<file path="src/rtl/simon_pkg.sv">
// ============================================================================
// Module   : simon_pkg
// Brief    : SIMON z constants, rotations and round / key-step functions.
// Revision : 1.0
// ============================================================================
`default_nettype none

package simon_pkg;

    localparam int MAX_N = 64;
    localparam int Z_LEN = 62;

    typedef logic [MAX_N-1:0] word_t;

    function automatic logic [Z_LEN-1:0] rev62(input logic [Z_LEN-1:0] v);
        logic [Z_LEN-1:0] r;
        for (int i = 0; i < Z_LEN; i++) begin
            r[i] = v[Z_LEN-1-i];
        end
        return r;
    endfunction

    // Written first-element-leftmost for readability; Z_CONST has bit 0 = first element.
    localparam logic [Z_LEN-1:0] Z_MSB_FIRST [5] = '{
        62'b11111010001001010110000111001101111101000100101011000011100110,
        62'b10001110111110010011000010110101000111011111001001100001011010,
        62'b10101111011100000011010010011000101000010001111110010110110011,
        62'b11011011101011000110010111100000010010001010011100110100001111,
        62'b11010001111001101011011000100000010111000011001010010011101111
    };

    localparam logic [Z_LEN-1:0] Z_CONST [5] = '{
        rev62(Z_MSB_FIRST[0]), rev62(Z_MSB_FIRST[1]), rev62(Z_MSB_FIRST[2]),
        rev62(Z_MSB_FIRST[3]), rev62(Z_MSB_FIRST[4])
    };

    function automatic bit simon_cfg_legal(input int n, input int m, input int z);
        case (n)
            16:      return (m == 4 && z == 0);
            24:      return (m == 3 && z == 0) || (m == 4 && z == 1);
            32:      return (m == 3 && z == 2) || (m == 4 && z == 3);
            48:      return (m == 2 && z == 2) || (m == 3 && z == 3);
            64:      return (m == 2 && z == 2) || (m == 3 && z == 3) || (m == 4 && z == 4);
            default: return 1'b0;
        endcase
    endfunction

    function automatic word_t mask_n(input int unsigned n);
        return (n >= MAX_N) ? {MAX_N{1'b1}} : ((word_t'(1) << n) - word_t'(1));
    endfunction

    // Operands are zero-extended N-bit words held in a MAX_N container.
    function automatic word_t rotl(input word_t x, input int unsigned s, input int unsigned n);
        return ((x << s) | (x >> (n - s))) & mask_n(n);
    endfunction

    function automatic word_t rotr(input word_t x, input int unsigned s, input int unsigned n);
        return rotl(x, n - s, n);
    endfunction

    function automatic word_t round_fn(input word_t x, input word_t y, input word_t k,
                                       input int unsigned n);
        return y ^ ((rotl(x, 1, n) & rotl(x, 8, n)) ^ rotl(x, 2, n)) ^ k;
    endfunction

    // klast is key word M-1; k1 only enters the mix for four-word keys.
    function automatic word_t key_step(input word_t k0, input word_t k1, input word_t klast,
                                       input int unsigned m, input int unsigned n,
                                       input logic zb);
        word_t t;
        t = rotr(klast, 3, n);
        if (m == 4) begin
            t = t ^ k1;
        end
        t = t ^ rotr(t, 1, n);
        return (mask_n(n) ^ word_t'(3)) ^ k0 ^ t ^ word_t'(zb);
    endfunction

endpackage

`default_nettype wire

</file>
<file path="src/rtl/simon_round_unit.sv">
// ============================================================================
// Module   : simon_round_unit
// Brief    : Combinational SIMON round plus key step, bypassed once idx >= T.
// Revision : 1.0
// ============================================================================
`default_nettype none

module simon_round_unit
    import simon_pkg::*;
#(
    parameter int N     = 16,
    parameter int M     = 4,
    parameter int Z_SEQ = 0,
    parameter int T     = 32,
    parameter int RW    = 7
) (
    input  logic [RW-1:0]  idx_i,
    input  logic [M*N-1:0] key_i,
    input  logic [2*N-1:0] state_i,
    output logic [RW-1:0]  idx_o,
    output logic [M*N-1:0] key_o,
    output logic [2*N-1:0] state_o
);

    logic          w_active;
    logic [5:0]    w_zidx;
    logic          w_zb;
    logic [N-1:0]  w_x;
    logic [N-1:0]  w_y;
    logic [N-1:0]  w_k0;
    logic [N-1:0]  w_k1;
    logic [N-1:0]  w_klast;
    logic [N-1:0]  w_xn;
    logic [N-1:0]  w_knew;

    assign w_active = (idx_i < RW'(T));
    assign w_zidx   = 6'(idx_i % RW'(Z_LEN));
    assign w_zb     = Z_CONST[Z_SEQ][w_zidx];

    assign w_x     = state_i[2*N-1:N];
    assign w_y     = state_i[N-1:0];
    assign w_k0    = key_i[0 +: N];
    assign w_k1    = key_i[N +: N];
    assign w_klast = key_i[N*(M-1) +: N];

    assign w_xn   = N'(round_fn(word_t'(w_x), word_t'(w_y), word_t'(w_k0), N));
    assign w_knew = N'(key_step(word_t'(w_k0), word_t'(w_k1), word_t'(w_klast), M, N, w_zb));

    always_comb begin
        idx_o   = idx_i;
        key_o   = key_i;
        state_o = state_i;
        if (w_active) begin
            idx_o   = idx_i + RW'(1);
            key_o   = {w_knew, key_i[M*N-1:N]};
            state_o = {w_xn, w_x};
        end
    end

endmodule

`default_nettype wire

</file>
<file path="src/rtl/simon_pipe_stage.sv">
// ============================================================================
// Module   : simon_pipe_stage
// Brief    : Registered SIMON stage applying R unrolled rounds behind valid/ready.
// Revision : 1.0
// ============================================================================
`default_nettype none

module simon_pipe_stage
    import simon_pkg::*;
#(
    parameter int N     = 16,
    parameter int M     = 4,
    parameter int Z_SEQ = 0,
    parameter int T     = 32,
    parameter int R     = 1,
    parameter int TAG_W = 1,
    localparam int RW   = ($clog2(T + 1) > 7) ? $clog2(T + 1) : 7
) (
    input  logic             clk,
    input  logic             rst,
    input  logic             in_valid,
    output logic             in_ready,
    input  logic [RW-1:0]    in_round,
    input  logic [M*N-1:0]   in_key,
    input  logic [2*N-1:0]   in_state,
    input  logic [TAG_W-1:0] in_tag,
    output logic             out_valid,
    input  logic             out_ready,
    output logic [RW-1:0]    out_round,
    output logic [M*N-1:0]   out_key,
    output logic [2*N-1:0]   out_state,
    output logic [TAG_W-1:0] out_tag
);

    if (!simon_cfg_legal(N, M, Z_SEQ)) begin : g_bad_cfg
        $error("simon_pipe_stage: illegal N/M/Z_SEQ combination %0d/%0d/%0d", N, M, Z_SEQ);
    end

    if (R < 1 || R > T) begin : g_bad_r
        $error("simon_pipe_stage: R=%0d outside 1..T", R);
    end

    logic [RW-1:0]    w_idx   [R+1];
    logic [M*N-1:0]   w_key   [R+1];
    logic [2*N-1:0]   w_state [R+1];

    assign w_idx[0]   = in_round;
    assign w_key[0]   = in_key;
    assign w_state[0] = in_state;

    for (genvar g = 0; g < R; g++) begin : g_round
        simon_round_unit #(
            .N     (N),
            .M     (M),
            .Z_SEQ (Z_SEQ),
            .T     (T),
            .RW    (RW)
        ) u_round (
            .idx_i   (w_idx[g]),
            .key_i   (w_key[g]),
            .state_i (w_state[g]),
            .idx_o   (w_idx[g+1]),
            .key_o   (w_key[g+1]),
            .state_o (w_state[g+1])
        );
    end

    logic             out_valid_q, out_valid_d;
    logic [RW-1:0]    round_q,     round_d;
    logic [M*N-1:0]   key_q,       key_d;
    logic [2*N-1:0]   state_q,     state_d;
    logic [TAG_W-1:0] tag_q,       tag_d;
    logic             w_in_fire;
    logic             w_out_fire;

    assign in_ready   = !out_valid_q || out_ready;
    assign w_in_fire  = in_valid && in_ready;
    assign w_out_fire = out_valid_q && out_ready;

    // Data registers only move on a load so a drained slot keeps its last value.
    always_comb begin
        out_valid_d = out_valid_q;
        round_d     = round_q;
        key_d       = key_q;
        state_d     = state_q;
        tag_d       = tag_q;
        if (w_in_fire) begin
            out_valid_d = 1'b1;
            round_d     = w_idx[R];
            key_d       = w_key[R];
            state_d     = w_state[R];
            tag_d       = in_tag;
        end else if (w_out_fire) begin
            out_valid_d = 1'b0;
        end
    end

    always_ff @(posedge clk) begin
        if (rst) begin
            out_valid_q <= 1'b0;
            round_q     <= '0;
            key_q       <= '0;
            state_q     <= '0;
            tag_q       <= '0;
        end else begin
            out_valid_q <= out_valid_d;
            round_q     <= round_d;
            key_q       <= key_d;
            state_q     <= state_d;
            tag_q       <= tag_d;
        end
    end

    assign out_valid = out_valid_q;
    assign out_round = round_q;
    assign out_key   = key_q;
    assign out_state = state_q;
    assign out_tag   = tag_q;

endmodule

`default_nettype wire

</file>
<file path="config.mk">
export PLATFORM = sky130hd
export DESIGN_NAME = simon_pipe_stage
export DESIGN_NICKNAME = d
export VERILOG_FILES = /design/src/rtl/simon_pkg.sv /design/src/rtl/simon_round_unit.sv /design/src/rtl/simon_pipe_stage.sv
export SDC_FILE = /design/constraint.sdc
export NUM_CORES = 1
export LEC_CHECK = 0
export ABC_AREA = 1
export ABC_CLOCK_PERIOD_IN_PS = 2850
export BUFFER_PORTS_ARGS = -buffer_cell sky130_fd_sc_hd__buf_4
export CAP_MARGIN = 30
export CORE_ASPECT_RATIO = 1.2
export CORE_MARGIN = 5
export CORE_UTILIZATION = 45
export DETAILED_ROUTE_END_ITERATION = 8
export GPL_TIMING_DRIVEN = 0
export PLACE_DENSITY = 0.74
export SKIP_LAST_GASP = 1
export SLEW_MARGIN = 10
export SYNTH_ARGS = -nofsm -noshare
export SYNTH_HDL_FRONTEND = slang
export SYNTH_SLANG_ARGS = --single-unit
</file>
<file path="constraint.sdc">
create_clock -name clk -period 2.85 [get_ports clk]
set_input_delay 0 -clock clk [delete_from_list [all_inputs] [get_ports clk]]
set_output_delay 0 -clock clk [all_outputs]
set_load 0.01 [all_outputs]
</file>
== Word-level counts from Yosys, hierarchy flattened ==
Memory sizes are Yosys's and may differ from the RTL's.
Index checks and enable logic that the tools add are counted.

* ROM bits: 64
* Logic and storage cells: 35
* Register bits: 105
* Bits of input ports: 108
* Memories: 1

* $add $sub $neg: 1
* $lt $le $gt $ge: 2
* Multiplexer cells: 6
* Reductions and logical operators: 5
* Divide/modulo/power cells: 1
* Bitwise operators: 14

{| class="wikitable"
|+ Memory list
! memory !! depth !! bits a word !! rd ports !! clocked after Yosys merged registers in !! write ports !! RTL line !! RTL
|-
| (name not given) || 64 || 1 || 1 || 0 || 0 || simon_round_unit.sv:38 || <nowiki>assign w_zb = Z_CONST[Z_SEQ][w_zidx];</nowiki>
|}

{| class="wikitable"
|+ Operators with widths
! operator !! count
|-
| $xor 16x16->16 || 6
|-
| $mux 64 || 1
|-
| $mux 32 || 1
|-
| $and 16x16->16 || 1
|-
| $or 16x1->16 || 1
|-
| $or 16x13->16 || 1
|-
| $or 16x15->16 || 1
|-
| $or 16x2->16 || 1
|-
| $or 16x8->16 || 1
|-
| $xor 16x1->16 || 1
|-
| $not 14->14 || 1
|-
| $add 7x1->7 const B || 1
|-
| $lt 6x7->1 const B || 1
|-
| $lt 7x6->1 const B || 1
|-
| $mod 7x6->7 const B || 1
|-
| $mux 7 || 1
|-
| $mux 1 || 3
|-
| $logic_and 1x1->1 || 2
|-
| $reduce_bool 2->1 || 1
|-
| $logic_not 1->1 || 1
|-
| $logic_or 1x1->1 || 1
|}

== Longest topological paths before layout ==
Gate-level depths: netlist (run 1).

* Word-level depth: 7
* Mapped depth: 22

== Cells and area by module ==
Synthesis (run 1) repeated with hierarchy kept, for this count alone.

* Cell total of the unflattened synthesis: 1188
* Area total of the unflattened synthesis: 7374.6 µm²

{| class="wikitable"
|+ Modules (own cells, without submodules)
! module !! times used !! area an instance (µm²) !! cells an instance !! sequential area each (µm²)
|-
| simon_pipe_stage || 1 || 4730.8 || 687 || 2102.0
|-
| simon_round_unit || 1 || 2643.8 || 501 || 0.0
|}

== Worst setup path before layout (run 1) ==
Ideal clock, no wire load.

* Kind: in2reg
* From: in in_round[4]
* To: reg key_q[48] (netlist: out_key[48])
* Data arrival time: 2.043 ns
* Data required time: 2.719 ns
* Path slack: 0.676 ns
* Stages on the path: 19
* Path buffers: 1
* Cells stage by stage: buf_2 -> nand3_1 -> nor2_2 -> nor2_1 -> ha_1 -> nand4_2 -> nand3_4 -> nand2_2 -> nand2_1 -> nand2_2 -> ha_1 -> nand2_1 -> nand3_1 -> a21oi_1 -> nand2_1 -> nand3_1 -> nand3_1 -> nand2_1 -> a21oi_2

* Longest elaborated chain between the ends: 5
* Elaborated cells on any way between the ends: 6
* Classes of those cells: 1 x div; 1 x order compare; 2 x mux; 1 x bitwise; 1 x memory

{| class="wikitable"
|+ Ends and longest elaborated chain
! item !! RTL line !! RTL
|-
| from (decl) || simon_pipe_stage.sv:23 || <nowiki>input logic [RW-1:0] in_round,</nowiki>
|-
| $mod 7x6->7 || simon_round_unit.sv:37 || <nowiki>assign w_zidx = 6'(idx_i % RW'(Z_LEN));</nowiki>
|-
| $mem_v2 64x1 || -- ||
|-
| $mux 1 (implied by the code) || simon_round_unit.sv:38 ||
|-
| $xor 16x1->16 || simon_pkg.sv:76 || <nowiki>return (mask_n(n) ^ word_t'(3)) ^ k0 ^ t ^ word_t'(zb);</nowiki>
|-
| $mux 64 * || simon_round_unit.sv:53 || <nowiki>if (w_active) begin</nowiki>
|-
| to (signal assigned) || simon_pipe_stage.sv:108 || <nowiki>key_q <= key_d;</nowiki>
|-
| to (decl) || simon_pipe_stage.sv:70 || <nowiki>logic [M*N-1:0] key_q, key_d;</nowiki>
|}

Every way passes the cells marked *; elsewhere a longest branch is shown, timed or not. The select of a mux whose other input is x is not followed.
A chain may end at the register's enable or synchronous reset.

== Worst setup path in the final report (run 1) ==
* From: in in_round[5]
* To: reg state_q[13] (netlist: out_state[13])

* Longest elaborated chain between the ends: 2

{| class="wikitable"
|+ Ends and longest elaborated chain
! item !! RTL line !! RTL
|-
| $lt 7x6->1 || simon_round_unit.sv:36 || <nowiki>assign w_active = (idx_i < RW'(T));</nowiki>
|-
| $mux 32 || simon_round_unit.sv:53 ||
|-
| to (signal assigned) || simon_pipe_stage.sv:109 || <nowiki>state_q <= state_d;</nowiki>
|-
| to (decl) || simon_pipe_stage.sv:71 || <nowiki>logic [2*N-1:0] state_q, state_d;</nowiki>
|}

No other way between the ends.

==> run_results.csv, run 1 <==
group,metric,value,unit
critical_path,crit_path_end_kind,"flop",
synthesis,synthesized_net_count,908,
detailed_routing,routedWlPerCell,18.6,µm
pwr,largest_voltage_drop_on_the_vdd_net,0.352,mV
synthesis,ys_top_cells_by_count,"a21oi_1 (190), nand2_1 (161), dfxtp_1 (105)",
min_path,hold_path.class,"in2reg",
pwr,power.density_cell_area,470,mW/mm²
synthesis,synth-seq-area-share,36.7,%
floorplan,initial_utilization,45.6,%
critical_path,cp_common_cell,"dlygate4sd3_1",
synthesis,synth-compound-area-share,28.1,%
critical_path,rr_worst_depth,7,
layout,drive_above_1_share,22.8,%
flow_run,cap_violations,0,
timing,final_setup_violation_count,0,
synthesis,synth_area_leaders,"dfxtp_1 (37%), a21oi_1 (17%), nand2_1 (11%)",
place,hpwl,17500,µm
synthesis,syn-mean-instance-area,7.22,µm²
clocking,h_tree_depth,3,
floorplan,core_area,0.0126,mm²
layout,multi_input_gate_area,0.00334,mm²
synthesis,yosys.area_share.adder,1.31,%
critical_path,crit-reg2reg-capture,"out_state[9]",
pwr,pwr-share-clk,30.4,%
synthesis,netlist.area_leader.share,36.7,%
place,place.port_buffers,211,
min_path,min_delay_worst_endpoint,"out_key[0]",
floorplan,die_x,113,µm
synthesis,synth_top_family_by_area,"compound AO/OA/AOI/OAI gates",
timing,pnr_worst_setup_slack,0.201,ns
pwr,p_total,4140,µW
layout,insertedDiodeCount,0,
pwr,power.internal,2810,µW
synthesis,ys_seq_elements,105,
synthesis,synth_xor_area_share,13.0,%
timing,setup_repair_after_global_routing_missed_its_margin,"yes",
critical_path,critical_path_arrival,2.95,ns
min_path,hold_path_depth,3,
detailed_routing,route.antenna.remaining_nets,0,
critical_path,slowest_stage,"dlygate4sd3_1",
floorplan,std_cell_rows,45,
layout,sequential_cell_area,0.00210,mm²
synthesis,yosys_warnings,0,
clocking,cts_made_buffers,9,
clocking,clock_tree.buffer_depth,2,
detailed_routing,drc_errors,0,
layout,fillers,1056,
timing,layout_worst_path_cycle_share,93.0,%
synthesis,yosys.area.top_type,"dfxtp_1",
place,placed_cells,1169,
clocking,clk_pin_slew,0.08,ns
layout,final_layout_net_count,1227,
synthesis,yosys_most_used_dff,"dfxtp_1",
layout,final_cell_count_no_fill,1282,
grt,first_global_vias,7079,
detailed_routing,drt_wl_total,23900,µm
detailed_routing,detailedRoute.firstPassIterationCount,5,
pwr,share_comb_of_total_power,29.6,%
synthesis,synth_simple_gate_area_share,15.8,%
pwr,seqPwrFrac,40.0,%
grt,grt-ovfl-total,0,
critical_path,timing.critical_path.from_type,"primary input",
synthesis,synth_cell_types,30,
timing,period_needed,2.65,ns
place,finalWeightedCongestion,0.922,
timing,achievable-frequency,377,MHz
critical_path,cp_max_fo,10,
grt,grt_pass1_wl,36300,µm
pwr,power.static_leakage,0.00387,µW
floorplan,die_height,134,µm
pwr,switching_power,1330,µW
grt,grt_antenna_before_repair,0,
grt,global_route.usage.total,30.1,%
synthesis,post-synth-top-count-cell,"a21oi_1",
clocking,tritoncts,"built",
grt,grt_start_max_net_pins,19,
clocking,worst_skew_pair.late_latency,0.35,ns
timing,maxSlewViolCount,0,
clocking,root_buffer,"clkbuf_16",
critical_path,path_class,"in2reg",
timing,tns,0,ns
timing,timing_worst_slew_pin_value,0.640,ns
pwr,switching_share,32.0,%
timing,fin_worst_skew,0.0101,ns
detailed_routing,post_drt_via_cell_ratio,5.50,
detailed_routing,vias,7052,
layout,flow.area_growth_from_synthesis,53.5,%
timing,final_hold_viol_count,0,
synthesis,count_of_flip_flops_with_a_built_in_enable_after_synthesis,0,
place,place_worst_setup_slack,0.384,ns
critical_path,worst_r2r_startpoint,"out_valid",
floorplan,boundaryPins,214,
synthesis,ys_async_sr_fraction,0,%
synthesis,synth.area.mux_share,0,%
outcome,result_of_the_run,"complete, no violations",
min_path,hold_path.startpoint,"in_key[0]",
critical_path,timing.critical_path.slowest_cell_delay,0.56,ns
critical_path,cp_cell_sequence,"dlygate4sd3_1 -> buf_4 -> nor2_1 -> clkbuf_1 -> clkbuf_2 -> buf_1 -> nand2_1 -> a21oi_1 -> dlygate4sd3_1",
synthesis,syn_std_cell_area,0.00573,mm²
floorplan,fp.dieArea,0.0151,mm²
critical_path,crit_required,3.15,ns
timing,timing.slew.headroom,57.4,%
synthesis,postSynthCellCount,794,
critical_path,worst-r2r-setup-slack,0.44,ns
detailed_routing,drt_iter0_markers,504,
clocking,cts_num_sinks,105,
[stage by stage]
| stage | util (%) | cell area, µm² | hold slack [ns] |
|---|---|---|---|
| finish | 70.1 | 8800 | 0.00754 |
| global route | 70.1 | 8800 | 0.0219 |
| CTS | 70.0 | 8790 | 0.00462 |
| detailed placement | 59.9 | 7520 | 0.272 |
| global placement | 59.9 | 7520 | 0.267 |
| floorplan | - | 5730 | 0.127 |
[kinds of logic after synthesis]
kind of cell	count (synthesis)
adder cells (fa/ha/maj)	6
AO/OA/AOI/OAI	308
flip-flops	105
buffers and inverters	77
AND/OR/NAND/NOR	213
XOR/XNOR	85
[per-layer routing]
metal	wire length (µm)	vias to the layer above	track usage, %
li1	-	3336	-
met1	8760	3224	35.7
met2	11500	403	51.2
met3	2520	89	6.59
met4	1110	0	15.0
met5	0	-	0
[worst max-delay path: cells and delay by family]
family	cells	cell delay, ns
buffers and inverters	6	2.49
AND/OR/NAND/NOR	2	0.28
AO/OA/AOI/OAI	1	0.18
[flip-flops by register name, indices dropped and copies added (netlist names)]
signal / count
out_key: 64
out_round: 7
out_state: 32
out_tag: 1
out_valid: 1
[final cells by class]
type | instances | share of cell area, %
Buffer | 55 | 2.40
Clock buffer | 11 | 2.87
Clock inverter | 5 | 0.526
Inverter | 22 | 0.953
Multi-Input combinational cell | 612 | 38.0
Sequential cell | 105 | 23.9
Tap cell | 164 | 2.33
Timing Repair Buffer | 308 | 29.0
[power groups by stage]
stage          clock, µW  combinational [µW]  sequential, µW
6_report            1260                1230            1660
5_1_grt             1320                1320            1670
4_1_cts             1270                1200            1650
3_5_place_dp           0                1070            1680
3_3_place_gp           0                1070            1680
2_1_floorplan          0                 498            1730
[what timing repair did]
action,CTS,global route
setup buffers,0,0
endpoints found under the hold margin,70,0
resized for setup,0,5
endpoints found under the setup margin,0,17
hold buffers,97,0
[worst max path at each step]
stage | start | depth (start not counted) | to | slack (ns)
final | in_round[5] | 9 | out_state[13] | 0.20
after global routing | in_round[2] | 21 | out_key[48] | -0.04
after CTS | in_round[6] | 9 | out_state[4] | 0.13
after detailed placement | in_round[3] | 19 | out_key[48] | 0.38
after global placement | in_round[3] | 21 | out_key[48] | 0.39
after floorplan | in_round[4] | 19 | out_key[48] | 0.68
[cells in the final DEF, fill, tap and decap left out, types with 14 or more instances in the layout]
cell type,Yosys,routed
buf_4,0,211
a21oi_1,190,190
nand2_1,161,161
dfxtp_1,105,105
dlygate4sd3_1,0,97
o21ai_0,94,94
xor2_1,56,56
clkbuf_1,43,42
xnor2_1,29,29
o211ai_1,18,18
inv_1,17,17
nor2_1,18,17
nand3_1,14,14
No activity file was read; power rests on OpenSTA's default activity.
==> run 2: changes to the inputs <==
--- a/config.mk
+++ b/config.mk
@@ -11,12 +11,12 @@
 export CAP_MARGIN = 30
 export CORE_ASPECT_RATIO = 1.2
 export CORE_MARGIN = 5
-export CORE_UTILIZATION = 45
+export CORE_UTILIZATION = 40
 export DETAILED_ROUTE_END_ITERATION = 8
 export GPL_TIMING_DRIVEN = 0
-export PLACE_DENSITY = 0.74
 export SKIP_LAST_GASP = 1
 export SLEW_MARGIN = 10
 export SYNTH_ARGS = -nofsm -noshare
 export SYNTH_HDL_FRONTEND = slang
+export SYNTH_HIERARCHICAL = 1
 export SYNTH_SLANG_ARGS = --single-unit
==> run 2 against run 1 <==
Compared with the run above:
- final area increased by 8.6%
- hold slack improved by 0.055 ns
- worst setup slack improved by 0.17 ns
- first-iteration DRC count increased by 19%
- clock power about the same
- highest routed layer unchanged
- flip-flop and latch count did not move
- routed wire length rose by 14%
- clock skew fell by 0.00064 ns
- sequential share of layout area shrank 1.9 points
- register-to-register slack improved by 1.2 ns
- synthesized cell count rose by 50%
- area after synthesis is 29% higher
==> run_results.csv, run 2 <==
group,metric,value,unit
outcome,result_of_the_run,"complete, no violations",
synthesis,postSynthCellCount,1188,
place,hpwl,22200,µm
critical_path,timing.critical_path.slowest_cell_delay,0.31,ns
synthesis,ys_async_sr_fraction,0,%
synthesis,synthesized_net_count,1303,
critical_path,timing.critical_path.from_type,"primary input",
critical_path,path_delay_family,"simple AND/OR/NAND/NOR gates",
synthesis,syn-mean-instance-area,6.21,µm²
synthesis,yosys_warnings,6,
critical_path,crit-reg2reg-capture,"out_key[32]",
flow_run,cap_violations,0,
floorplan,die_x,134,µm
floorplan,std_cell_rows,54,
critical_path,path_buf_inv,4,
critical_path,rr_worst_depth,5,
grt,grt_start_max_net_pins,20,
min_path,hold_path_depth,7,
detailed_routing,drt_iter0_markers,602,
synthesis,synth_area_leaders,"dfxtp_1 (29%), nand2_1 (16%), nand3_1 (8.6%)",
clocking,cts_made_buffers,9,
timing,timing.slew.headroom,63.0,%
pwr,largest_voltage_drop_on_the_vdd_net,0.275,mV
grt,global_route.usage.total,25.1,%
floorplan,fp.dieArea,0.0213,mm²
synthesis,syn_std_cell_area,0.00737,mm²
synthesis,synth_cell_types,27,
grt,grt_antenna_before_repair,0,
clocking,h_tree_depth,3,
grt,first_global_vias,7795,
min_path,min_delay_worst_endpoint,"out_key[39]",
detailed_routing,route.antenna.remaining_nets,0,
min_path,hold_path.startpoint,"in_key[39]",
min_path,hold_path.class,"in2reg",
synthesis,ys_top_cells_by_count,"nand2_1 (319), inv_1 (149), nand3_1 (127)",
timing,fin_worst_skew,0.00947,ns
floorplan,initial_utilization,40.6,%
layout,flow.area_growth_from_synthesis,29.5,%
timing,achievable-frequency,404,MHz
place,finalWeightedCongestion,0.909,
synthesis,post-synth-top-count-cell,"nand2_1",
layout,layout_common_cells,"nand2_1 (319), buf_4 (226), inv_1 (149)",
timing,layout_worst_path_cycle_share,86.8,%
critical_path,worst-r2r-setup-slack,1.68,ns
place,dpl_cell_area,0.00925,mm²
detailed_routing,routedWlPerCell,16.5,µm
synthesis,ys_seq_elements,105,
grt,grt_pass1_wl,42400,µm
clocking,tritoncts,"built",
synthesis,netlist.area_leader.share,28.5,%
pwr,power.static_leakage,0.00517,µW
pwr,power.density_cell_area,448,mW/mm²
floorplan,die_height,159,µm
critical_path,critical_path_arrival,2.74,ns
critical_path,cp_max_fo,8,
critical_path,critical_path.startpoint,"in_round[2]",
grt,grt-ovfl-total,0,
timing,timing_worst_slew_pin_value,0.556,ns
detailed_routing,vias,8116,
detailed_routing,drt_wl_total,27100,µm
detailed_routing,drc_errors,0,
place,place.port_buffers,212,
synthesis,yosys.area.top_type,"dfxtp_1",
synthesis,yosys_most_used_dff,"dfxtp_1",
clocking,worst_skew_pair.late_latency,0.36,ns
layout,largest_reg_flops,64,
floorplan,boundaryPins,214,
synthesis,synth-seq-area-share,28.5,%
critical_path,crit_path_end_kind,"flop",
critical_path,crit_required,3.11,ns
floorplan,core_area,0.0182,mm²
clocking,cts_num_sinks,105,
critical_path,worst_r2r_startpoint,"out_valid",
layout,layout_commonest_cell,"nand2_1",
timing,period_needed,2.48,ns
clocking,root_buffer,"clkbuf_16",
detailed_routing,detailedRoute.firstPassIterationCount,5,
clocking,clock_tree.buffer_depth,2,
timing,final_setup_violation_count,0,
clocking,clk_pin_slew,0.08,ns
timing,final_hold_viol_count,0,
timing,maxSlewViolCount,0,
critical_path,slowest_stage,"ha_1",
critical_path,path_class,"in2reg",
layout,insertedDiodeCount,0,
clocking,postCtsResizedCells,0,
timing,setup_repair_after_global_routing_missed_its_margin,"no",
critical_path,cp_common_cell,"nand2_1",
layout,drive_above_1_share,21.2,%
layout,fillers,1943,
synthesis,count_of_flip_flops_with_a_built_in_enable_after_synthesis,0,
detailed_routing,post_drt_via_cell_ratio,4.94,
layout,finish.utilization,52.6,%
layout,final_instance_area,0.00955,mm²
layout,final_layout_net_count,1528,
run 2: worst max path at each step:
stage,endpoint,slack (ns),depth (start not counted)
after global placement,out_key[48],0.04,27
after CTS,out_key[48],0.37,27
after detailed placement,out_key[48],-0.008,27
final,out_key[48],0.37,27
after floorplan,out_key[48],0.58,26
after global routing,out_key[48],0.07,27
run 2: layout make-up:
type                       instances  area (µm²)  share of cell area [%]
multi-input combinational        851        4210                    44.1
timing repair buffer             214        1610                    16.9
buffer                            78         487                    5.10
clock buffer                      10         229                    2.40
inverter                         154         578                    6.05
clock inverter                     6        56.3                   0.589
sequential                       105        2100                    22.0
tap                              224         280                    2.93
run 2: worst reg2reg max path, stage by stage, from the launching register on:
cell and delay (ns):
dfxtp_1 0.32, nand2_2 0.11, buf_4 0.27, buf_4 0.23, a21oi_1 0.08, nor2_1 0.11
run 2: power breakdown:
part	internal (µW)	switching, µW	total (µW)
clock network	616	620	1240
logic	604	781	1380
registers	1590	66.1	1660
run 2: per-layer routing:
| metal | vias up | share of wire (%) | global-route usage (%) |
|---|---|---|---|
| met2 | 266 | 47 | 41.7 |
| li1 | 4119 | - | - |
| met3 | 51 | 6.1 | 3.77 |
| met1 | 3680 | 43 | 32.7 |
| met5 | - | 0 | 0 |
| met4 | 0 | 3.2 | 9.64 |
run 2: cells by family (layout without fill, tap and decap cells):
group	after synthesis	in the layout	share of synthesized area [%]
flops	105	105	28.5
simple gates	570	570	31.9
fa+ha+maj	7	7	1.19
xor+xnor	103	103	12.2
compound gates	171	171	11.7
buf+inv	232	462	14.4
run 2: timing repair:
| action | CTS | global route |
|---|---|---|
| buffers inserted | 0 | 0 |
| hold buffers | 2 | 0 |
| hold endpoints to repair | 2 | 0 |
run 2: metrics by stage:
stage / std cells / hold slack (ns) / setup WS (ns) / total power [µW] / TNS, ns
2_1_floorplan: 1188 / 0.0691 / 0.579 / 2490 / 0
3_3_place_gp: 1624 / 0.178 / 0.0436 / 3060 / 0
3_5_place_dp: 1624 / 0.182 / -0.00803 / 3070 / -0.00803
4_1_cts: 1642 / 0.0649 / 0.372 / 4300 / 0
5_1_grt: 1642 / 0.112 / 0.0743 / 4530 / 0
6_report: 1642 / 0.0626 / 0.375 / 4280 / 0
